$ cat src/rtl/drp_seq_pkg.sv
// Shared encodings and the bit-field merge used by the DRP read-modify-write sequencer.
package drp_seq_pkg;

  typedef enum logic [1:0] {
    OP_WRITE = 2'd0,
    OP_READ  = 2'd1,
    OP_RMW   = 2'd2,
    OP_RSVD  = 2'd3
  } op_e;

  typedef enum logic [2:0] {
    ST_IDLE,
    ST_RD_REQ,
    ST_RD_WAIT,
    ST_WR_REQ,
    ST_WR_WAIT,
    ST_RSP
  } state_e;

  // Widest data path the merge helper supports; callers cast down to their width.
  localparam int unsigned MERGE_W = 64;

  // Bits set in mask take the new value, the rest keep the old one.
  function automatic logic [MERGE_W-1:0] merge_field(
    input logic [MERGE_W-1:0] old_val,
    input logic [MERGE_W-1:0] mask,
    input logic [MERGE_W-1:0] new_val
  );
    return (old_val & ~mask) | (new_val & mask);
  endfunction

endpackage

$ cat src/rtl/drp_rmw_sequencer.sv
// Command-level master for the bridge LB port: single WRITE, READ and READ-MODIFY-WRITE
// commands, one LB transaction at a time, with a per-transaction completion timeout.
module drp_rmw_sequencer
  import drp_seq_pkg::*;
#(
  parameter int unsigned C_ADDR_WIDTH = 16,
  parameter int unsigned C_DATA_WIDTH = 32,
  parameter int unsigned C_TIMEOUT    = 4096
) (
  input  logic                    CLK_I,
  input  logic                    RST_I,
  input  logic                    CMD_VALID_I,
  output logic                    CMD_READY_O,
  input  logic [1:0]              CMD_OP_I,
  input  logic [C_ADDR_WIDTH-1:0] CMD_ADDR_I,
  input  logic [C_DATA_WIDTH-1:0] CMD_DATA_I,
  input  logic [C_DATA_WIDTH-1:0] CMD_MASK_I,
  output logic                    RSP_VALID_O,
  input  logic                    RSP_READY_I,
  output logic [C_DATA_WIDTH-1:0] RSP_DATA_O,
  output logic                    RSP_ERR_O,
  output logic [C_ADDR_WIDTH-1:0] M_LB_WADDR,
  output logic [C_DATA_WIDTH-1:0] M_LB_WDATA,
  output logic                    M_LB_WREQ,
  output logic [C_ADDR_WIDTH-1:0] M_LB_RADDR,
  output logic                    M_LB_RREQ,
  input  logic [C_DATA_WIDTH-1:0] M_LB_RDATA,
  input  logic                    M_LB_RFINISH,
  input  logic                    M_LB_BUSY
);

  localparam int unsigned CNT_W = $clog2(C_TIMEOUT);

  state_e                  state_q, state_d;
  op_e                     op_q, op_d;
  logic [C_ADDR_WIDTH-1:0] addr_q, addr_d;
  logic [C_DATA_WIDTH-1:0] data_q, data_d;
  logic [C_DATA_WIDTH-1:0] mask_q, mask_d;
  logic [C_DATA_WIDTH-1:0] rd_q, rd_d;
  logic [C_DATA_WIDTH-1:0] wdata_q, wdata_d;
  logic [CNT_W-1:0]        cnt_q, cnt_d;
  logic                    rreq_d, wreq_d;
  logic                    rsp_valid_d, rsp_err_d;
  logic [C_DATA_WIDTH-1:0] rsp_data_d;
  logic                    cmd_accept;
  logic                    timed_out;

  assign CMD_READY_O = (state_q == ST_IDLE) & ~M_LB_BUSY & ~RST_I;
  assign cmd_accept  = CMD_VALID_I & CMD_READY_O;
  assign timed_out   = (cnt_q == CNT_W'(C_TIMEOUT - 1));

  // Address and write data come straight from capture registers so they hold for the whole transaction.
  assign M_LB_RADDR = addr_q;
  assign M_LB_WADDR = addr_q;
  assign M_LB_WDATA = wdata_q;

  always_ff @(posedge CLK_I) begin
    if (RST_I) begin
      state_q     <= ST_IDLE;
      op_q        <= OP_WRITE;
      addr_q      <= '0;
      data_q      <= '0;
      mask_q      <= '0;
      rd_q        <= '0;
      wdata_q     <= '0;
      cnt_q       <= '0;
      M_LB_RREQ   <= 1'b0;
      M_LB_WREQ   <= 1'b0;
      RSP_VALID_O <= 1'b0;
      RSP_DATA_O  <= '0;
      RSP_ERR_O   <= 1'b0;
    end else begin
      state_q     <= state_d;
      op_q        <= op_d;
      addr_q      <= addr_d;
      data_q      <= data_d;
      mask_q      <= mask_d;
      rd_q        <= rd_d;
      wdata_q     <= wdata_d;
      cnt_q       <= cnt_d;
      M_LB_RREQ   <= rreq_d;
      M_LB_WREQ   <= wreq_d;
      RSP_VALID_O <= rsp_valid_d;
      RSP_DATA_O  <= rsp_data_d;
      RSP_ERR_O   <= rsp_err_d;
    end
  end

  // Requests are registered: a request is scheduled only after BUSY has been seen low,
  // because the bridge raises BUSY combinationally from the request itself.
  always_comb begin
    state_d     = state_q;
    op_d        = op_q;
    addr_d      = addr_q;
    data_d      = data_q;
    mask_d      = mask_q;
    rd_d        = rd_q;
    wdata_d     = wdata_q;
    rreq_d      = 1'b0;
    wreq_d      = 1'b0;
    rsp_valid_d = RSP_VALID_O;
    rsp_data_d  = RSP_DATA_O;
    rsp_err_d   = RSP_ERR_O;

    case (state_q)
      ST_IDLE: begin
        if (cmd_accept) begin
          op_d   = op_e'(CMD_OP_I);
          addr_d = CMD_ADDR_I;
          data_d = CMD_DATA_I;
          mask_d = CMD_MASK_I;
          case (op_e'(CMD_OP_I))
            OP_READ, OP_RMW: begin
              state_d = ST_RD_REQ;
              rreq_d  = 1'b1;
            end
            OP_WRITE: begin
              state_d = ST_WR_REQ;
              wreq_d  = 1'b1;
              wdata_d = CMD_DATA_I;
            end
            OP_RSVD: begin
              state_d     = ST_RSP;
              rsp_valid_d = 1'b1;
              rsp_data_d  = '0;
              rsp_err_d   = 1'b1;
            end
          endcase
        end
      end

      ST_RD_REQ: begin
        if (M_LB_RREQ) begin
          state_d = ST_RD_WAIT;
        end else if (timed_out) begin
          state_d     = ST_RSP;
          rsp_valid_d = 1'b1;
          rsp_data_d  = '0;
          rsp_err_d   = 1'b1;
        end else if (!M_LB_BUSY) begin
          rreq_d = 1'b1;
        end
      end

      ST_RD_WAIT: begin
        if (M_LB_RFINISH) begin
          rd_d = M_LB_RDATA;
          if (op_q == OP_RMW) begin
            state_d = ST_WR_REQ;
            wdata_d = C_DATA_WIDTH'(merge_field(MERGE_W'(M_LB_RDATA), MERGE_W'(mask_q),
                                                MERGE_W'(data_q)));
          end else begin
            state_d     = ST_RSP;
            rsp_valid_d = 1'b1;
            rsp_data_d  = M_LB_RDATA;
            rsp_err_d   = 1'b0;
          end
        end else if (timed_out) begin
          state_d     = ST_RSP;
          rsp_valid_d = 1'b1;
          rsp_data_d  = '0;
          rsp_err_d   = 1'b1;
        end
      end

      ST_WR_REQ: begin
        if (M_LB_WREQ) begin
          state_d = ST_WR_WAIT;
        end else if (timed_out) begin
          state_d     = ST_RSP;
          rsp_valid_d = 1'b1;
          rsp_data_d  = '0;
          rsp_err_d   = 1'b1;
        end else if (!M_LB_BUSY) begin
          wreq_d = 1'b1;
        end
      end

      ST_WR_WAIT: begin
        if (!M_LB_BUSY) begin
          state_d     = ST_RSP;
          rsp_valid_d = 1'b1;
          rsp_data_d  = (op_q == OP_RMW) ? rd_q : '0;
          rsp_err_d   = 1'b0;
        end else if (timed_out) begin
          state_d     = ST_RSP;
          rsp_valid_d = 1'b1;
          rsp_data_d  = '0;
          rsp_err_d   = 1'b1;
        end
      end

      ST_RSP: begin
        if (RSP_READY_I) begin
          state_d     = ST_IDLE;
          rsp_valid_d = 1'b0;
          rsp_data_d  = '0;
          rsp_err_d   = 1'b0;
        end
      end

      default: state_d = ST_IDLE;
    endcase

    if (state_d != state_q) begin
      cnt_d = '0;
    end else if (state_q inside {ST_RD_REQ, ST_RD_WAIT, ST_WR_REQ, ST_WR_WAIT}) begin
      cnt_d = cnt_q + CNT_W'(1);
    end else begin
      cnt_d = '0;
    end
  end

endmodule

$ cat config.mk
export PLATFORM = sky130hd
export DESIGN_NAME = drp_rmw_sequencer
export DESIGN_NICKNAME = d
export VERILOG_FILES = /design/src/rtl/drp_seq_pkg.sv /design/src/rtl/drp_rmw_sequencer.sv
export SDC_FILE = /design/constraint.sdc
export NUM_CORES = 1
export LEC_CHECK = 0
export ABC_CLOCK_PERIOD_IN_PS = 5000
export CAP_MARGIN = 20
export CORE_ASPECT_RATIO = 0.7
export CORE_MARGIN = 4
export CORE_UTILIZATION = 55
export CTS_CLUSTER_SIZE = 14
export DETAILED_ROUTE_END_ITERATION = 16
export DONT_BUFFER_PORTS = 1
export PLACE_DENSITY = 0.68
export REMOVE_ABC_BUFFERS = 1
export SLEW_MARGIN = 10
export SYNTH_ARGS = -nofsm -noshare
export SYNTH_HDL_FRONTEND = slang
export SYNTH_SLANG_ARGS = --single-unit
$ cat constraint.sdc
create_clock -name CLK_I -period 5 [get_ports CLK_I]
set_input_delay 0.5 -clock CLK_I [delete_from_list [all_inputs] [get_ports CLK_I]]
set_output_delay 0.5 -clock CLK_I [all_outputs]
set_load 0.02 [all_outputs]
==> results.md, run 1 <==
* Hold Crit Start: RST_I
* CTS H-tree lvls at 4
* Die Width at about 160 um
* Global route overflow at 0
* Post-DP HPWL at 13200 um
* Status: finished, final reports clean
* Leakage at 2.94 nW
* DR iter-0 viols at 493
* Worst reg-to-reg path cell count at 5
* Design Area, Final at 9140 um2
* Async set-reset flop share out of synthesis at 0%
* CP startpoint kind: register
* Peak Freq at 294 MHz
* Hold EP: mask_q[4]
* Max-cap violations at 0
* Total die area at 18000 um2
* EDFF count, synth at 0
* Distinct cells, synth at 56
* Clock Latency Late Sink at 0.43 ns
* # diodes at 0
* Filler cell count at 1417
* Crit Reg-Reg Endpoint: RSP_DATA_O[22]
* Total Power at 3.33 mW
* Post-Place Cells at 1131
* CP max FO at 33
* Vias in the first global route at 6064
* Worst-path clk slew at 0.07 ns
* Syn. warnings at 0
* Final net count at 1074
* IO Port Bufs at 0
* Postcts setup bufs at 0
* DR vias/cell at around 5.7
* Setup WS post-layout at 1.60 ns
* RSZ-0062 raised after global routing: false
* Slew margin rel. at around a third
* CP Class: register to register
* Top_reg_cell synth: dfxtp_1
* Reg power frac at a little over 50%
* DR pass1 iterations at 5
* Clk sinks at 197
* Register bit total from synthesis at slightly below 200
* Layout Cells excl Fill at 1163
* Slew Viols, Final at 0
* Post-route ant nets at 0
* Combinational Power Share at between 10% and 20%
* RePlAce Congestion at 0.830
* Flop-to-flop setup slack at 1.60 ns
* Worst VDD drop at 0.215 mV
* Sequential area share after synthesis at 45.0%
* Area grow syn2layout at 4.37%
* CTS Hold Bufs at 0
* Int Pwr at around 2.4 mW
* Power Dens Cells at 365 nW/um2
* Root Buffer: clkbuf_16
* Sw frac at 26.9%
* I/O pin count at between 200 and 250
* Mapped Cells at 1020
* Hold WS at between 0.1 and 0.15 ns
* Clock power share at 39.1%
* Placed inst area at 8580 um2
* Initial antenna violation count at 0
* WP data arrival at 3.68 ns
* First-pass GRT wire length at between 30000 and 40000 um
* Initial core utilization at 56.3%
* Place WS at between 1.5 and 2 ns
* Tcrit/Tclk final at 68.1%
* Mean post-synth cell area at 8.59 um2
* Core footprint at 15500 um2
* CTS tree: built
* Worst slew pin tran at 0.982 ns
* All-Layer GR Usage at 22.2%
* Final WL at 20400 um
* Switch Pwr at 898 uW
* Endpoint class of the critical path: register
* Fin crit period at 3.40 ns
* Clk_skew at 0.0102 ns
* Layout cell share with drive strength beyond 1 at 9.24%
* Die H at between 100 and 150 um
* Final hold violation count at 0
* Critical Path RT at 5.27 ns
* RR Startpoint: state_q[0]
* # rows at 38
* Hold depth at 1
* CTS Buf Count at 17
* Setup Viol. Count Final at 0
* Worst min path class: input port to register
* Largest net degree at the start of global routing at between 200 and 250
* Post-CTS sizing at 0
* Post-Syn Area at 8760 um2
* Worst setup path startpoint: state_q[0]
* Max Root-Sink Buffers at 2
* Post-route DRC violation count at 0
* Vias at approximately 6600
* WL per Instance at 17.5 um
## flip-flops by register name (all words and copies together) (netlist names), 2 cells and up
register and count:
M_LB_RADDR 16, M_LB_WDATA 32, RSP_DATA_O 32, cnt_q 12, data_q 32, mask_q 32, op_q 2, rd_q 32
state_q 3
## Yosys cell counts (all sizes together), types with 3 or more instances
library cell,n,share of area [%]
and3,5,0.36
o21ai,3,0.17
nor2,83,3.6
o32ai,32,5.8
mux2i,64,7.3
ha,4,0.57
dfxtp,197,45
nand2b,30,2.1
inv,6,0.26
xnor2,5,0.50
a21oi,155,8.9
nand3,6,0.49
nand2,246,11
nor2b,3,0.21
o22ai,3,0.21
o211ai,3,0.26
a31oi,5,0.43
a21boi,33,2.8
and2,5,0.39
clkbuf,44,1.9
xor2,6,0.60
buf,51,4.1
nor4,3,0.56
nor3b,4,0.46
## layout make-up
class	count	area, um2	share of cell area (%)
Tap cell	200	250	2.74
Multi-Input combinational cell	722	4320	47.2
Clock buffer	21	470	5.15
Inverter	6	22.5	0.246
Timing Repair Buffer	6	45.0	0.493
Clock inverter	11	90.1	0.986
Sequential cell	197	3940	43.1
## worst max-delay path, cell delays in order (launching register included)
cell and delay [ns]:
dfxtp_1 0.83, nand4bb_2 0.78, nor2_2 0.14, nor4_4 0.45, and2_2 0.87, o32ai_2 0.17
## metal layers
layer | vias up | global-route usage [%] | wire length (um) | part of all wire (%)
met3 | 15 | 9.64 | 2060 | 10
met1 | 3060 | 30.9 | 9550 | 47
met4 | 0 | 5.26 | 179 | 0.88
met5 | - | 0 | 0 | 0
li1 | 3301 | - | - | -
met2 | 219 | 31.8 | 8610 | 42
## placed cells by master, fill, tap and decap left out, types with 3 or more instances in the layout
| cell | Yosys | final |
|---|---|---|
| a21boi_0 | 28 | 28 |
| a21boi_1 | 5 | 5 |
| a21oi_1 | 153 | 153 |
| a31oi_1 | 4 | 4 |
| and2_2 | 2 | 4 |
| and3_1 | 5 | 5 |
| buf_4 | 21 | 6 |
| clkbuf_16 | 0 | 17 |
| clkbuf_8 | 0 | 3 |
| dfxtp_1 | 197 | 197 |
| ha_1 | 4 | 4 |
| inv_1 | 6 | 6 |
| inv_6 | 0 | 5 |
| mux2i_1 | 64 | 64 |
| nand2_1 | 246 | 245 |
| nand2b_1 | 30 | 30 |
| nand3_1 | 5 | 5 |
| nor2_1 | 82 | 82 |
| nor2b_1 | 3 | 3 |
| o211ai_1 | 3 | 3 |
| o21ai_0 | 3 | 3 |
| o22ai_1 | 3 | 3 |
| o32ai_2 | 30 | 30 |
| xnor2_1 | 5 | 5 |
| xor2_1 | 6 | 6 |
## worst max-delay path by stage
stage | endpoint | slack, ns | cells past startpoint
global route | RSP_DATA_O[22] | 1.37 | 5
global placement | RSP_DATA_O[31] | 1.67 | 5
CTS | RSP_DATA_O[1] | 1.58 | 5
floorplan | M_LB_WDATA[0] | -1.82 | 4
finish | RSP_DATA_O[22] | 1.60 | 5
detailed placement | RSP_DATA_O[16] | 1.59 | 5
## kinds of logic after synthesis
kind of cell / share of synthesized area [%]
buffers and inverters: 6.22
adders and majority gates: 0.572
DFF: 45.0
xor gates and xnor gates: 1.10
muxes: 7.57
and+or+nand+nor: 19.5
AOI/OAI and AO/OA: 20.0
## power by group through the flow
stage / Combinational, mW / Sequential [mW] / Clock (mW)
final: 0.332 / 1.70 / 1.30
after global routing: 0.366 / 1.71 / 1.40
after CTS: 0.332 / 1.70 / 1.33
after detailed placement: 0.331 / 1.73 / 0
after global placement: 0.329 / 1.73 / 0
after floorplan: 0.269 / 1.72 / 0
## metrics by stage
stage / util [%] / setup TNS [ns]
2_1_floorplan: - / -60.15
3_3_place_gp: 55.2 / 0
3_5_place_dp: 55.2 / 0
4_1_cts: 58.8 / 0
5_1_grt: 58.8 / 0
6_report: 58.8 / 0
Note: power is estimated with default switching activity, not from simulation.
==> run 2, diff against run 1 <==
- ABC_CLOCK_PERIOD_IN_PS: 5000 -> 2950
- PLACE_DENSITY: 0.68 -> 0.71
- clock period: 5 -> 2.95 ns (I/O delays scaled with it)
==> results.md, run 2 (synthesis results as in run 1) <==
* Worst-path clk slew at 0.08 ns (about the same)
* DR vias/cell at 5.60 (-1.2%)
* Most frequent cells in the layout: 245 x nand2_1, 195 x dfxtp_1, 153 x a21oi_1, 83 x dlygate4sd3_1, 82 x nor2_1
* Peak Freq at 374 MHz (+27%)
* Wire length on met3 at 2320 um (+13%)
* Most common cell after layout, fill and taps aside: nand2_1
* Worst setup path startpoint: state_q[0]
* Slew Viols, Final at 0 (unchanged)
* Flop-to-flop setup slack at 0.28 ns (-1.32 ns)
* DR top layer: met4
* Initial antenna violation count at 0 (unchanged)
* Die Width at 159 um (unchanged)
* Root Buffer: clkbuf_16
* CTS H-tree lvls at 4 (unchanged)
* CP max FO at 35 (+6.1%)
* Final core utilization at 65.2% (+6.4 points)
* WP data arrival at 3.00 ns (-0.68 ns)
* CTS tree: built
* First-pass GRT wire length at 36000 um (+9.8%)
* IO Port Bufs at 0 (unchanged)
* Endpoint class of the critical path: register
* Core footprint at 15500 um2 (unchanged)
* All-Layer GR Usage at 24.4% (+2.3 points)
* DR iter-0 viols at 659 (+34%)
* Worst min path class: input port to register
* CP startpoint kind: register
* CTS Buf Count at 17 (unchanged)
* Post-Place Cells at 1140 (+0.80%)
* # rows at 38 (unchanged)
* Leakage at 3.39 nW (+15%)
* Layout Cells excl Fill at 1259 (+8.3%)
* Clk_skew at 0.0166 ns (+0.00644 ns)
* Worst VDD drop at 0.302 mV (+40%)
* RSZ-0062 raised after global routing: false
* Metal-1 WL at 10300 um (+7.8%)
* Layout cell share with drive strength beyond 1 at 9.92% (+0.67 points)
* Critical Path RT at 3.27 ns (-2.00 ns)
* Status: finished, final reports clean
* Tcrit/Tclk final at 90.6% (+22 points)
* Largest net degree at the start of global routing at 147 (-31%)
* Hold WS at 0.0107 ns (-0.126 ns)
* Worst reg-to-reg path cell count at 7 (+2)
* Final net count at 1170 (+8.9%)
* Max Root-Sink Buffers at 2 (unchanged)
* Setup WS post-layout at 0.278 ns (-1.32 ns)
* Post-route DRC violation count at 0 (unchanged)
* Crit Reg-Reg Endpoint: M_LB_WDATA[19]
* Max-cap violations at 0 (unchanged)
* # diodes at 0 (unchanged)
* Worst slew pin tran at 0.780 ns (-0.203 ns)
* Vias at 7054 (+7.0%)
* Setup Viol. Count Final at 0 (unchanged)
* Clock Latency Late Sink at 0.43 ns (about the same)
* Place WS at 0.478 ns (-1.11 ns)
* Total die area at 18000 um2 (unchanged)
* Initial core utilization at 56.3% (unchanged)
* Final WL at 22400 um (+9.8%)
* CP Class: register to register
* Die H at 114 um (unchanged)
* Global route overflow at 0 (unchanged)
* Post-route ant nets at 0 (unchanged)
* Fin Setup TNS at 0 ns (unchanged)
* Fin crit period at 2.67 ns (-0.733 ns)
* RR Startpoint: state_q[0]
* Area grow syn2layout at 15.8%
* Setup crit end: M_LB_WDATA[19]
* Slew margin rel. at 48.0% (+13 points)
* I/O pin count at 221 (unchanged)
* Routed wl met2 at 9610 um (+12%)
* RePlAce Congestion at 0.809 (-2.5%)
* DR pass1 iterations at 5 (unchanged)
* Post-DP HPWL at 13600 um (+3.1%)
* Clk sinks at 197 (unchanged)
* Final hold violation count at 0 (unchanged)
* Power Dens Cells at 584 nW/um2 (+60%)
* WL per Instance at 17.8 um (+1.5%)
* Vias in the first global route at 6725 (+11%)
==> run 2: worst min path at each step <==
stage / start / to / slack (ns) / cells after the start
CTS: CMD_MASK_I[14] / mask_q[14] / 0.00003 / 2
floorplan: RST_I / M_LB_RADDR[0] / 0.36 / 1
finish: M_LB_RDATA[18] / rd_q[18] / 0.01 / 2
global placement: RST_I / M_LB_WDATA[21] / 0.39 / 1
detailed placement: RST_I / M_LB_WDATA[21] / 0.39 / 1
global route: CMD_ADDR_I[4] / M_LB_RADDR[4] / 0.006 / 2
==> run 2: through the flow <==
step                      cell area (um2)  power [mW]
after floorplan                      8240        3.37
after global placement               8660        3.52
after detailed placement             8660        3.53
after CTS                           10100        5.94
after global routing                10100        6.15
final                               10100        5.92
==> run 2: per-layer routing <==
layer | global-route usage (%) | vias to the layer above
li1 | - | 3494
met1 | 33.0 | 3288
met2 | 37.1 | 255
met3 | 10.2 | 17
met4 | 5.20 | 0
met5 | 0 | -
==> run 2: cell type report <==
class	instances	area (um2)
clock inverter	14	141
sequential	197	3950
timing repair buffer	102	1020
tap	200	250
fill	1274	5410
inverter	6	22.5
multi-input combinational	722	4320
clock buffer	18	439
==> run 2: power breakdown <==
group          internal (mW)  leakage, nW  switching (mW)
clock                   1.21        0.287            1.09
sequential              2.74         1.59           0.138
combinational          0.328         1.51           0.414
total                   4.28         3.39            1.64
==> run 2: worst max-delay path, cell delays in order, from the launching register on <==
cell and delay [ns]:
dfxtp_1 0.83, nor3b_2 0.11, buf_4 0.28, a21oi_4 0.17, buf_4 0.32, mux2i_1 0.22, nor2_1 0.06, dlygate4sd3_1 0.55
==> run 2: what timing repair did <==
item / 4_1_cts / 5_1_grt
endpoints found under the setup margin: 0 / 2
hold endpoints to repair: 152 / 1
buffers inserted: 0 / 2
resized for setup: 0 / 2
hold buffers: 84 / 1
